### config.mk
export PLATFORM = sky130hd
export DESIGN_NAME = axis_add_stage
export DESIGN_NICKNAME = d
export VERILOG_FILES = /design/src/rtl/axis_add_stage.sv
export SDC_FILE = /design/constraint.sdc
export NUM_CORES = 1
export LEC_CHECK = 0
export BUFFER_PORTS_ARGS = -buffer_cell sky130_fd_sc_hd__buf_2
export CAP_MARGIN = 20
export CORE_MARGIN = 5
export CORE_UTILIZATION = 49
export DETAILED_ROUTE_END_ITERATION = 8
export PLACE_DENSITY = 0.74
export SYNTH_ARGS = -nofsm -noshare
export SYNTH_HDL_FRONTEND = slang
export SYNTH_SLANG_ARGS = --single-unit
### constraint.sdc
create_clock -name aclk -period 2.2 [get_ports aclk]
set_input_delay 0.44 -clock aclk [delete_from_list [all_inputs] [get_ports aclk]]
set_output_delay 0.44 -clock aclk [all_outputs]
set_load 0.005 [all_outputs]
### src/rtl/axis_add_stage.sv
// AXI4-Stream stage: per-packet add_one/add_two/pass transform with an output
// register plus skid register, and saturating beat/packet statistics.
module axis_add_stage #(
  parameter int DATA_W = 32,
  parameter int CNT_W  = 16
) (
  input  logic              aclk,
  input  logic              aresetn,
  input  logic              s_axis_tvalid,
  output logic              s_axis_tready,
  input  logic [DATA_W-1:0] s_axis_tdata,
  input  logic              s_axis_tlast,
  output logic              m_axis_tvalid,
  input  logic              m_axis_tready,
  output logic [DATA_W-1:0] m_axis_tdata,
  output logic              m_axis_tlast,
  input  logic [1:0]        cfg_mode,
  input  logic              stat_clear,
  output logic [CNT_W-1:0]  stat_beats,
  output logic [CNT_W-1:0]  stat_pkts
);

  typedef enum logic [1:0] {EMPTY, BUSY, FULL} state_t;

  state_t            state, next_state;
  logic              ready_q;
  logic              in_pkt;
  logic [1:0]        pkt_mode;
  logic [1:0]        eff_mode;
  logic [DATA_W-1:0] out_data, skid_data, xform_data;
  logic              out_last, skid_last;
  logic              accept, transfer;
  logic              load_out_in, load_skid, load_out_skid;

  assign accept        = s_axis_tvalid & ready_q;
  assign transfer      = m_axis_tvalid & m_axis_tready;
  assign s_axis_tready = ready_q;
  assign m_axis_tdata  = out_data;
  assign m_axis_tlast  = out_last;

  // The first beat of a packet uses the live cfg_mode; later beats reuse the latched one.
  always_comb begin
    eff_mode = in_pkt ? pkt_mode : cfg_mode;
    case (eff_mode)
      2'd1:    xform_data = s_axis_tdata + DATA_W'(1);
      2'd2:    xform_data = s_axis_tdata + DATA_W'(2);
      default: xform_data = s_axis_tdata;
    endcase
  end

  always_ff @(posedge aclk or negedge aresetn) begin
    if (!aresetn) begin
      state   <= EMPTY;
      ready_q <= 1'b0;
    end else begin
      state   <= next_state;
      ready_q <= (next_state != FULL);
    end
  end

  always_comb begin
    next_state = state;
    case (state)
      EMPTY:   if (accept) next_state = BUSY;
      BUSY: begin
        if (accept && !transfer)      next_state = FULL;
        else if (!accept && transfer) next_state = EMPTY;
      end
      FULL:    if (transfer) next_state = BUSY;
      default: next_state = EMPTY;
    endcase
  end

  always_comb begin
    m_axis_tvalid = (state != EMPTY);
    load_out_in   = accept && ((state == EMPTY) || ((state == BUSY) && transfer));
    load_skid     = accept && (state == BUSY) && !transfer;
    load_out_skid = (state == FULL) && transfer;
  end

  always_ff @(posedge aclk or negedge aresetn) begin
    if (!aresetn) begin
      out_data  <= '0;
      out_last  <= 1'b0;
      skid_data <= '0;
      skid_last <= 1'b0;
    end else begin
      if (load_out_in) begin
        out_data <= xform_data;
        out_last <= s_axis_tlast;
      end else if (load_out_skid) begin
        out_data <= skid_data;
        out_last <= skid_last;
      end
      if (load_skid) begin
        skid_data <= xform_data;
        skid_last <= s_axis_tlast;
      end
    end
  end

  always_ff @(posedge aclk or negedge aresetn) begin
    if (!aresetn) begin
      in_pkt   <= 1'b0;
      pkt_mode <= 2'd0;
    end else if (accept) begin
      if (!in_pkt) pkt_mode <= cfg_mode;
      in_pkt <= !s_axis_tlast;
    end
  end

  // Clear wins over a same-cycle increment; both counters stick at all-ones.
  always_ff @(posedge aclk or negedge aresetn) begin
    if (!aresetn) begin
      stat_beats <= '0;
      stat_pkts  <= '0;
    end else if (stat_clear) begin
      stat_beats <= '0;
      stat_pkts  <= '0;
    end else if (transfer) begin
      if (stat_beats != {CNT_W{1'b1}}) stat_beats <= stat_beats + CNT_W'(1);
      if (m_axis_tlast && (stat_pkts != {CNT_W{1'b1}})) stat_pkts <= stat_pkts + CNT_W'(1);
    end
  end

endmodule

* After elaboration in Yosys (flattened, before gate mapping)
Index checks and enable logic that the tools add are counted.
** Word-level totals
- Flip-flop bits (word level) :: 104
** Operators by class
- $add $sub $neg :: 4
- Equality and inequality tests :: 7
- Mux-type cells :: 17
- Bitwise logic cells :: 2
- Reduce and logical (&&, ||, !) cells :: 20
** Operators with widths (number)
- 2-to-1 mux 16 bit :: 6
- 2-to-1 mux 32 bit :: 2
- case mux 32 bit (2 select lines) :: 1
- adder 16 x 1 -> 16 bit (second input constant) :: 2
- adder 32 x 1 -> 32 bit (second input constant) :: 1
- adder 32 x 2 -> 32 bit (second input constant) :: 1
- != test 16 bit (second input constant) :: 2
- 2-to-1 mux 2 bit :: 5
- nonzero test 2 bit :: 5
- logical AND 1 bit :: 8
- case mux 2 bit (3 select lines) :: 1
- equality test 2 x 1 -> 1 bit (second input constant) :: 2
- equality test 2 bit (second input constant) :: 2
- AND reduction 2 bit :: 2
- logical NOT 1 bit :: 3
- bitwise AND 1 bit :: 2
- logical NOT 2 bit :: 1
- 2-to-1 mux 1 bit :: 2
- != test 2 bit (second input constant) :: 1
- logical OR 1 bit :: 1

* Logic depth before layout (Yosys ltp)
Gate-level depths: netlist of the first run.
- Depth in word-level cells :: 7
- Depth in mapped cells :: 10
- Gate-level depth less buffers :: 8

* Least setup slack after synthesis of the first run
No wires, ideal clock.
- Kind :: register -> register
- Start point :: register in_pkt
- End point :: register out_data[2], in the netlist m_axis_tdata[2]
- Data arrival time :: 2.066 ns
- Required time :: 2.063 ns
- Setup slack :: -0.003 ns
- Cell stages (with the launch flop) :: 9
- Path buffers :: 2
- Cell sequence :: dfrtp_1 > mux2i_1 > inv_1 > ha_1 > clkbuf_1 > clkbuf_1 > nor2_1 > a222oi_1 > a21oi_1
** On the way
- Word-level cells in the longest chain between the ends :: 4
- Elaborated cells on any way between the ends :: 5
- Classes of those cells :: eq/ne (2); mux (3)
** Ends and longest elaborated chain
- from (decl) :: line 27 : logic in_pkt;
- from (signal assigned) :: line 108 : in_pkt <= !s_axis_tlast;
- 2-to-1 mux 2 bit *
- via eff_mode[1] :: line 29 : logic [1:0] eff_mode;
- equality test 2 bit / equality test 2 x 1 -> 1 bit (equally long branches) :: line 44 : case (eff_mode)
- case mux 32 bit (2 select lines) * :: line 44
- 2-to-1 mux 32 bit * :: line 88 : if (load_out_in) begin
- to (signal assigned) :: line 89 : out_data <= xform_data;
- to (signal assigned) :: line 92 : out_data <= skid_data;
- to (decl) :: line 30 : logic [DATA_W-1:0] out_data, skid_data, xform_data;
Mark *: on every way through the listed nets, which the timed path passes. The rest lies on a longest branch.
A chain may end at the register's enable or synchronous reset.

* Worst setup path after layout of the first run
- Start point :: register in_pkt
- End point :: register out_data[24], in the netlist m_axis_tdata[24]
The elaborated chain is that of the path after synthesis.

==> results of run 1 <==
## critical path, cell delays in order, from the launching register on
cell	delay (ns)
dfrtp_2	0.42
mux2i_2	0.27
inv_2	0.08
ha_4	0.29
or4_4	0.59
buf_6	0.15
nor3_4	0.11
a211oi_2	0.06
a21oi_1	0.13
## routing by layer
layer  GRT usage [%]  vias up  wire length, µm
met3            4.76       41             1480
met2            42.7      290             9410
met4            8.17        0              454
li1                -     3006                -
met5               0        -                0
met1            36.2     3134             8600
## cell usage in the layout (no fill, tap or decap), drive strengths merged, types with 4 or more instances in the layout
cell type,instances
a211oi,4
a21o,4
a21oi,47
a221oi,4
a22oi,10
a31oi,12
a41oi,7
and2,9
and3,30
and4,4
buf,187
clkbuf,11
dfrtp,104
ha,6
inv,13
mux2,4
mux2i,8
nand2,115
nand3,16
nand4,37
nor2,68
nor2b,5
nor3,16
nor4,15
nor4b,4
o2111ai,4
o211ai,8
o21ai,53
o22ai,8
o31ai,10
or4,6
xnor2,4
xor2,22
## power by group
| group | total [mW] | switching (mW) | internal (mW) |
|---|---|---|---|
| Clock | 1.60 | 0.715 | 0.883 |
| Sequential | 2.95 | 0.407 | 2.54 |
| Combinational | 3.25 | 1.78 | 1.46 |
## path summary, 6_finish.rpt
path,slack (ns),to
setup reg to reg,0.01,m_axis_tdata[24]
min in group asynchronous,0.54,m_axis_tdata[4]
hold reg to reg,0.47,m_axis_tdata[0]
max in group asynchronous,1.02,in_pkt
hold / removal,0.35,skid_last
setup / recovery,0.01,m_axis_tdata[24]
## sequential cells by signal, indices dropped and copies added, names as in the netlist
register,flops
m_axis_tdata,32
skid_data,32
stat_beats,16
stat_pkts,16
pkt_mode,2
state,2
in_pkt,1
m_axis_tlast,1
s_axis_tready,1
skid_last,1
## cell families (layout without fill, tap and decap cells)
group / after synthesis / count (layout) / share of synthesized area [%]
AOI/OAI and AO/OA: 191 / 191 / 19.6
adders and majority gates: 6 / 6 / 1.20
xor gates and xnor gates: 26 / 26 / 3.64
DFF: 104 / 104 / 41.6
muxes: 12 / 12 / 2.00
buffers and inverters: 58 / 215 / 3.80
and+or+nand+nor: 337 / 337 / 28.2
## what timing repair did
| item | 4_1_cts | 5_1_grt |
|---|---|---|
| gates resized for setup | 14 | 33 |
| pin swaps | 1 | 14 |
| hold buffers | 1 | 0 |
| hold endpoints to repair | 24 | 0 |
| setup endpoints to repair | 41 | 53 |
| buffers inserted | 1 | 2 |
## stage by stage
stage / area, µm² / util (%) / hold WS (ns)
after global routing: 7970 / 63.4 / 0.339
after CTS: 7830 / 62.3 / 0.326
after detailed placement: 7450 / 59.3 / 0.377
after global placement: 7450 / 59.3 / 0.371
after floorplan: 6260 / - / 0.144
final: 7970 / 63.4 / 0.346
## area by class of cell
type / instances / area share [%]
Tap cell: 172 / 2.70
Timing Repair Buffer: 188 / 15.1
Inverter: 12 / 0.565
Clock inverter: 4 / 0.691
Clock buffer: 11 / 2.92
Multi-Input combinational cell: 572 / 45.3
Sequential cell: 104 / 32.7
==> metrics.csv, run 1 <==
metric,value,unit
outcome,finished clean,
number of setup violations in the final report,0,
vias per cell,6.09,
min Tclk post-route,2.19,ns
via count of the first global-routing pass,6314,
Die X-Extent,123,µm
die area,15100,µm²
library cell occupying the most area in the post-synthesis netlist,dfrtp_1,
worst-case vdd ir drop,0.000464,V
Mapped Nets,780,
area inside the core boundary,12600,µm²
type of the tightest min-delay check,primary input to flop,
fin cells,1063,
power density of the placed cells,978,nW/µm²
Least-Margin Pin Slew,0.604,ns
worst setup path class,flop to flop,
Post-Syn Area per Cell,8.52,µm²
depth of the worst hold-timing path,3,
final hold violation count,0,
worst-path fanout max,8,
Area contributors post-synth,"dfrtp_1 (42%), nand2_1 (6.9%), nor2_1 (4.0%)",
Post-Place Cells,1045,
Storage cell area,2600,µm²
post-route clock period utilization,99.3,%
cell at the root of the clock tree,clkbuf_16,
ys flop type,dfrtp_1,
worst slew slack as a fraction of its limit,59.3,%
mapped cell area,6260,µm²
number of warnings reported in the yosys synthesis log,0,
area share of the leading cell type in the synthesized netlist,41.6,%
diode insertion count for antenna repair,0,
via count,6471,
Max Clock Freq,458,MHz
Clock Pin Slew Worst Setup and Hold Paths,0.07,ns
area used by multi-input combinational logic,3610,µm²
most instantiated library cell after synthesis,nand2_1,
placement-stage worst setup slack,-0.221,ns
maximum number of pins on one net before global-route repair,47,
accumulated negative setup slack,0,ns
start point of the worst hold path,s_axis_tlast,
final-layout fill cell count,1041,
synthesis-to-layout area growth,27.3,%
"buffers from clock root to sink, at most",2,
total number of H-tree levels,3,
DP HPWL,14.8,mm
sort of element at the end of the critical path,flop,
CP Launch Point,in_pkt,
Crit Reg-Reg Startpoint,in_pkt,
required arrival time at the worst endpoint,2.48,ns
DR DRC count,0,
category of the worst setup path launch point,flop,
cell count after synthesis,734,
number of placement rows,41,
total CTS buffers,9,
Initial DRC Count,665,
y dimension of the die,123,µm
static leakage,3.63,nW
GRT Residual Overflow,0,
sequential cell area fraction in the yosys report,41.6,%
wire length of the first global-routing pass,31.8,mm
TritonCTS clock tree,yes,
routed wire length,19.9,mm
share of synthesized registers carrying an async set or reset,100,%
Final #Nets,933,
setup repair after global routing missed its margin,true,
final weighted congestion in routability-driven placement,1.02,
max cap viols,0,
sink count of the clock tree,104,
Antenna Violating Nets Remaining,0,
I/O pin count,107,
register bit total from synthesis,104,
fraction of final layout cells with drive strength greater than 1,29.5,%
initial core utilization,49.8,%
Skew-Pair Late Insertion Delay,0.36,ns
library cells used by synthesis,67,
Worst Reg-to-Reg Cells,8,
mean routed wirelength per cell,18.8,µm
total count of max-transition violations in the final report,0,
initial antenna violation count,0,
global-route total usage across every layer,26.4,%
Pwr Total,7.79,mW
setup slack of the critical path after layout,0.0144,ns
count of buffers from port buffering,106,
worst endpoint data arrival time,2.47,ns
largest clock skew in the final design,0.00753,ns
drt pass-1 iters,5,
count of flip-flops with a built-in enable after synthesis,0,
ranking of synthesized cells by instance count,"nand2_1 (115), dfrtp_1 (104), nor2_1 (67)",
Note: power is estimated with default switching activity, not from simulation.
==> run 2, diff against run 1 <==
--- a/config.mk
+++ b/config.mk
@@ -9,7 +9,9 @@
 export CAP_MARGIN = 20
 export CORE_MARGIN = 5
 export CORE_UTILIZATION = 49
+export CTS_BUF_LIST = sky130_fd_sc_hd__clkbuf_2
 export DETAILED_ROUTE_END_ITERATION = 8
+export MAX_ROUTING_LAYER = met4
 export PLACE_DENSITY = 0.74
 export SYNTH_ARGS = -nofsm -noshare
 export SYNTH_HDL_FRONTEND = slang
==> run 2 against run 1 <==
Net effect: the run now ends with setup timing left; fmax down 4.5%; cell count increased by 0.94%; hold slack worse by 0.19 ns; worst setup slack lost 0.10 ns; highest routed layer unchanged.
==> metrics.csv, run 2 (synthesis gave the netlist of run 1 again) <==
metric,value,unit,change
power density of the placed cells,912,nW/µm²,was 978 nW/µm²
type of the tightest min-delay check,primary input to flop,,unchanged
post-route clock period utilization,104,%,was 99.3%
total number of H-tree levels,3,,unchanged
Antenna Violating Nets Remaining,0,,unchanged
Final #Nets,943,,was 933
outcome,"finished, violations left",,was finished clean
highest-count cells in the layout ignoring fill and taps,"nand2_1 (113), buf_2 (105), dfrtp_1 (103)",,"was nand2_1 (115), buf_2 (105), dfrtp_1 (103)"
mean routed wirelength per cell,18.9,µm,was 18.8 µm
sort of element at the end of the critical path,flop,,unchanged
y dimension of the die,123,µm,unchanged
start point of the worst hold path,m_axis_tready,,was s_axis_tlast
wire length of the first global-routing pass,32.5,mm,was 31.8 mm
maximum number of pins on one net before global-route repair,52,,was 47
fin cells,1073,,"was 1,063"
required arrival time at the worst endpoint,2.77,ns,was 2.48 ns
via count,6523,,"was 6,471"
DR DRC count,0,,unchanged
die area,15100,µm²,unchanged
GRT Residual Overflow,0,,unchanged
final hold violation count,0,,unchanged
min Tclk post-route,2.29,ns,was 2.19 ns
Pwr Total,7.28,mW,was 7.79 mW
Max Clock Freq,437,MHz,was 458 MHz
Met3 Routed Length,1.26,mm,was 1.48 mm
Clock Pin Slew Worst Setup and Hold Paths,0.28,ns,was 0.07 ns
total CTS buffers,9,,unchanged
Initial DRC Count,564,,was 665
"Cell Chain, Critical Path",mux2i_2 > buf_4 > inv_2 > ha_4 > or4_4 > buf_6 > nor3_4 > a211oi_2 > a21oi_1,,was mux2i_2 > inv_2 > ha_4 > or4_4 > buf_6 > nor3_4 > a211oi_2 > a21oi_1
final core utilization,63.5,%,was 63.4%
capture instance of the worst register-to-register path,m_axis_tdata[24],,unchanged
worst setup path class,flop to flop,,unchanged
drt pass-1 iters,5,,unchanged
category of the worst setup path launch point,flop,,unchanged
worst slew slack as a fraction of its limit,62.4,%,was 59.3%
Worst Reg-to-Reg Cells,9,,was 8
Crit Reg-Reg Startpoint,in_pkt,,unchanged
static leakage,3.63,nW,about the same
routed wire length,20.2,mm,was 19.9 mm
sink count of the clock tree,104,,unchanged
via count of the first global-routing pass,6356,,"was 6,314"
setup slack of the critical path after layout,-0.0897,ns,was 0.0144 ns
worst endpoint data arrival time,2.86,ns,was 2.47 ns
"buffers from clock root to sink, at most",2,,unchanged
global-route total usage across every layer,27.8,%,was 26.4%
initial antenna violation count,1,,was 0
buffers and inverters on the worst path,3,,was 2
wire length on met1,8.82,mm,was 8.60 mm
number of setup violations in the final report,12,,was 0
setup slack of the worst register-to-register path,-0.09,ns,was 0.01 ns
depth of the worst hold-timing path,2,,was 3
total count of max-transition violations in the final report,0,,unchanged
slowest library cell on the worst path,or4_4,,unchanged
worst-path fanout max,6,,was 8
area inside the core boundary,12600,µm²,unchanged
cell at the root of the clock tree,clkbuf_2,,was clkbuf_16
DP HPWL,15.2,mm,was 14.8 mm
violated checks,setup timing,,
initial core utilization,49.8,%,unchanged
worst-case vdd ir drop,0.000349,V,was 0.000464 V
Die X-Extent,123,µm,unchanged
final weighted congestion in routability-driven placement,1.00,,was 1.02
Least-Margin Pin Slew,0.559,ns,was 0.604 ns
count of buffers from port buffering,106,,unchanged
highest metal layer used by the detailed router,met4,,unchanged
"most common cell after layout, fill and taps aside",nand2_1,,unchanged
Crit path largest cell delay,0.60,ns,was 0.59 ns
vias per cell,6.08,,was 6.09
accumulated negative setup slack,-0.496,ns,was 0 ns
largest clock skew in the final design,0.0283,ns,was 0.00753 ns
number of placement rows,41,,unchanged
Post-Place Cells,1049,,"was 1,045"
max cap viols,0,,unchanged
fraction of final layout cells with drive strength greater than 1,32.3,%,was 29.5%
setup repair after global routing missed its margin,true,,unchanged
I/O pin count,107,,unchanged
Worst Hold End,s_axis_tready,,was skid_last
critical path's top delay family,simple AND/OR/NAND/NOR gates,,unchanged
TritonCTS clock tree,yes,,unchanged
WL met2,9.62,mm,was 9.41 mm
Skew-Pair Late Insertion Delay,0.63,ns,was 0.36 ns
synthesis-to-layout area growth,27.6,%,was 27.3%
[run 2: worst max path at each step]
stage / to / from / cells after the start / slack (ns)
2_1_floorplan: m_axis_tdata[16] / in_pkt / 8 / 0.04
3_3_place_gp: skid_data[7] / cfg_mode[1] / 8 / -0.22
3_5_place_dp: m_axis_tdata[16] / cfg_mode[1] / 8 / -0.23
4_1_cts: skid_data[16] / in_pkt / 9 / -0.1
5_1_grt: m_axis_tdata[2] / in_pkt / 10 / -0.19
6_report: m_axis_tdata[24] / in_pkt / 9 / -0.09
[run 2: through the flow]
step           hold WS [ns]  setup WS, ns  area, µm²
3_3_place_gp          0.424        -0.217       7470
5_1_grt               0.113        -0.190       7990
4_1_cts               0.107       -0.0958       7790
6_report              0.151       -0.0897       7990
2_1_floorplan         0.144        0.0388       6260
3_5_place_dp          0.427        -0.234       7470
[run 2: worst reg2reg max path, cell delays in order (launching register included)]
cell and delay (ns):
dfrtp_2 0.47, mux2i_2 0.24, buf_4 0.14, inv_2 0.04, ha_4 0.26, or4_4 0.60, buf_6 0.16, nor3_4 0.11
a211oi_2 0.05, a21oi_1 0.15
[run 2: layout make-up]
type	count	area, µm²
Clock buffer	9	45.0
Timing Repair Buffer	198	1290
Inverter	12	47.5
Antenna cell	1	2.50
Tap cell	172	215
Fill cell	1111	4580
Multi-Input combinational cell	572	3720
Clock inverter	5	58.8
Sequential cell	104	2600
[run 2: repair_timing]
action	CTS	global route
endpoints found under the hold margin	35	0
pin swaps	14	18
hold buffers	2	0
gates resized for setup	43	40
setup buffers	2	7
setup endpoints to repair	58	58
[run 2: power breakdown]
group | total, mW | switching [mW] | leakage, nW | internal (mW)
Combinational | 3.46 | 1.87 | 2.26 | 1.59
Clock | 0.898 | 0.646 | 0.0619 | 0.252
Sequential | 2.93 | 0.396 | 1.31 | 2.53
Total | 7.28 | 2.91 | 3.63 | 4.37
[run 2: per-layer routing]
layer  vias up  global-route usage [%]
met2       243                    43.4
met3        50                    5.40
li1       3044                       -
met1      3186                    37.1
met5         -                       -
met4         0                    8.51
==> run 3, diff against run 2 <==
==> constraint.sdc (replaced) <==
create_clock -name aclk -period 2.2 [get_ports aclk]
set_input_delay 0.11 -clock aclk [delete_from_list [all_inputs] [get_ports aclk]]
set_output_delay 0.11 -clock aclk [all_outputs]
set_load 0.005 [all_outputs]
==> run 3 against run 2 <==
Net effect: the run now ends clean; wire length shrank 0.91%; count of clock-buffer cells in the layout unchanged; utilization fell by 0.47 points; non-clock buffer count is 4 lower; sequential cell count is the same; die area unchanged; critical path depth is the same; largest cell class unchanged; largest power group unchanged; highest routed layer unchanged.
==> metrics.csv, run 3 (synthesis gave the netlist of run 1 again) <==
metric,value,unit,change
outcome,finished clean,,"was finished, violations left"
"most common cell after layout, fill and taps aside",nand2_1,,unchanged
global-route total usage across every layer,27.2,%,was 27.8%
Pwr Total,6.92,mW,was 7.28 mW
"Cell Chain, Critical Path",mux2i_4 > inv_1 > ha_4 > a22oi_2 > nor2_1 > buf_4 > a21oi_1 > a21oi_1 > mux2_2,,was mux2i_2 > buf_4 > inv_2 > ha_4 > or4_4 > buf_6 > nor3_4 > a211oi_2 > a21oi_1
initial antenna violation count,1,,unchanged
Skew-Pair Late Insertion Delay,0.62,ns,was 0.63 ns
category of the worst setup path launch point,flop,,unchanged
worst setup path class,flop to flop,,unchanged
mean routed wirelength per cell,18.8,µm,was 18.9 µm
total CTS buffers,9,,unchanged
routed wire length,20.1,mm,was 20.2 mm
wire length of the first global-routing pass,31.9,mm,was 32.5 mm
Initial DRC Count,690,,was 564
cell area after layout,7930,µm²,was 7990 µm²
Least-Margin Pin Slew,0.797,ns,was 0.559 ns
Final #Nets,939,,was 943
post-route clock period utilization,98.4,%,was 104%
Clock Pin Slew Worst Setup and Hold Paths,0.29,ns,was 0.28 ns
DR DRC count,0,,unchanged
via count of the first global-routing pass,6273,,"was 6,356"
"buffers from clock root to sink, at most",2,,unchanged
area inside the core boundary,12600,µm²,unchanged
total number of H-tree levels,3,,unchanged
TritonCTS clock tree,yes,,unchanged
cell at the root of the clock tree,clkbuf_2,,unchanged
worst endpoint data arrival time,2.69,ns,was 2.86 ns
DP HPWL,14.5,mm,was 15.2 mm
worst hold margin,0.104,ns,was 0.151 ns
y dimension of the die,123,µm,unchanged
synthesis-to-layout area growth,26.7,%,was 27.6%
min Tclk post-route,2.16,ns,was 2.29 ns
setup slack of the critical path after layout,0.0360,ns,was -0.0897 ns
fin cells,1070,,"was 1,073"
Post-Place Cells,1016,,"was 1,049"
sort of element at the end of the critical path,flop,,unchanged
worst slew slack as a fraction of its limit,46.5,%,was 62.4%
required arrival time at the worst endpoint,2.73,ns,was 2.77 ns
count of buffers from port buffering,106,,unchanged
final hold violation count,0,,unchanged
Die X-Extent,123,µm,unchanged
initial core utilization,49.8,%,unchanged
sink count of the clock tree,104,,unchanged
cell with the most instances on the worst path,a21oi_1,,
highest-count cells in the layout ignoring fill and taps,"nand2_1 (114), buf_2 (105), dfrtp_1 (103)",,"was nand2_1 (113), buf_2 (105), dfrtp_1 (103)"
drt pass-1 iters,5,,unchanged
fraction of final layout cells with drive strength greater than 1,26.2,%,was 32.3%
vias per cell,6.10,,was 6.08
worst-path fanout max,5,,was 6
power density of the placed cells,873,nW/µm²,was 912 nW/µm²
maximum number of pins on one net before global-route repair,67,,was 52
worst-case vdd ir drop,0.000434,V,was 0.000349 V
final weighted congestion in routability-driven placement,1.01,,was 1.00
placed standard-cell area,7220,µm²,was 7470 µm²
largest clock skew in the final design,0.0284,ns,was 0.0283 ns
die area,15100,µm²,unchanged
max cap viols,0,,unchanged
static leakage,3.54,nW,was 3.63 nW
Antenna Violating Nets Remaining,0,,unchanged
buffers and inverters on the worst path,2,,was 3
placement-stage worst setup slack,-0.0520,ns,was -0.234 ns
type of the tightest min-delay check,primary input to flop,,unchanged
Crit path largest cell delay,0.48,ns,was 0.60 ns
I/O pin count,107,,unchanged
total count of max-transition violations in the final report,0,,unchanged
number of placement rows,41,,unchanged
GRT Residual Overflow,0,,unchanged
number of setup violations in the final report,0,,was 12
critical path's top delay family,multiplexers,,was simple AND/OR/NAND/NOR gates
Setup Buffers After CTS,0,,was 2
setup repair after global routing missed its margin,true,,unchanged
slowest library cell on the worst path,dfrtp_2,,was or4_4
via count,6525,,"was 6,523"
Max Clock Freq,462,MHz,was 437 MHz
[run 3: cell types whose count changed in the layout (fill, tap and decap cells not counted), sizes merged]
| cell | previous run | this run |
|---|---|---|
| buf | 196 | 155 |
| bufinv | 1 | 0 |
| clkinvlp | 1 | 2 |
| dlygate4sd3 | 2 | 39 |
| inv | 13 | 14 |
[run 3: report_power, final]
part	switching [mW]	total, mW	internal, mW
Clock	0.679	0.826	0.147
Sequential	0.391	2.92	2.53
Combinational	1.76	3.17	1.41
[run 3: area by class of cell]
class | instances | area [µm²]
diodes | 1 | 2.50
clock buffers | 9 | 45.0
clock inverters | 6 | 42.5
fillers | 1082 | 4640
inverters | 12 | 45.0
multi-input cells | 572 | 3640
flip-flops and latches | 104 | 2600
well taps | 172 | 215
repair buffers | 194 | 1340
[run 3: worst register-to-register path: stages, from the launching register on]
cell	delay [ns]
dfrtp_2	0.48
mux2i_4	0.30
inv_1	0.11
ha_4	0.19
a22oi_2	0.21
nor2_1	0.14
buf_4	0.16
a21oi_1	0.14
a21oi_1	0.09
mux2_2	0.28
[run 3: path summary, 6_finish.rpt]
path,from,endpoint,slack [ns],cells after the start
min in group asynchronous,aresetn,stat_pkts[11],0.53,4
worst min-delay path,s_axis_tdata[2],skid_data[2],0.10,5
max in group asynchronous,aresetn,stat_beats[10],0.98,4
worst max register to register,in_pkt,skid_data[6],0.04,9
worst max-delay path,in_pkt,skid_data[6],0.04,9
worst min register to register,skid_data[27],skid_data[27],0.53,2
[run 3: timing repair]
action / in CTS / in global routing
hold buffers: 37 / 2
endpoints found under the setup margin: 21 / 58
pin swaps: 5 / 14
cloned: 0 / 0
hold endpoints to repair: 197 / 2
gates resized for setup: 19 / 32
[run 3: per-stage QoR]
| step | setup TNS (ns) | util, % |
|---|---|---|
| 2_1_floorplan | 0 | - |
| 3_3_place_gp | -0.114 | 57.4 |
| 3_5_place_dp | -0.447 | 57.4 |
| 4_1_cts | -0.00123 | 61.9 |
| 5_1_grt | -0.595 | 63.1 |
| 6_report | 0 | 63.1 |
[run 3: per-layer routing]
metal  track usage, %  vias to the layer above  routed length (µm)
met5                -                        -                   0
met4             8.93                        0                 408
met3             4.30                       33                1350
met2             43.0                      288                9580
met1             36.1                     3170                8720
li1                 -                     3034                   -
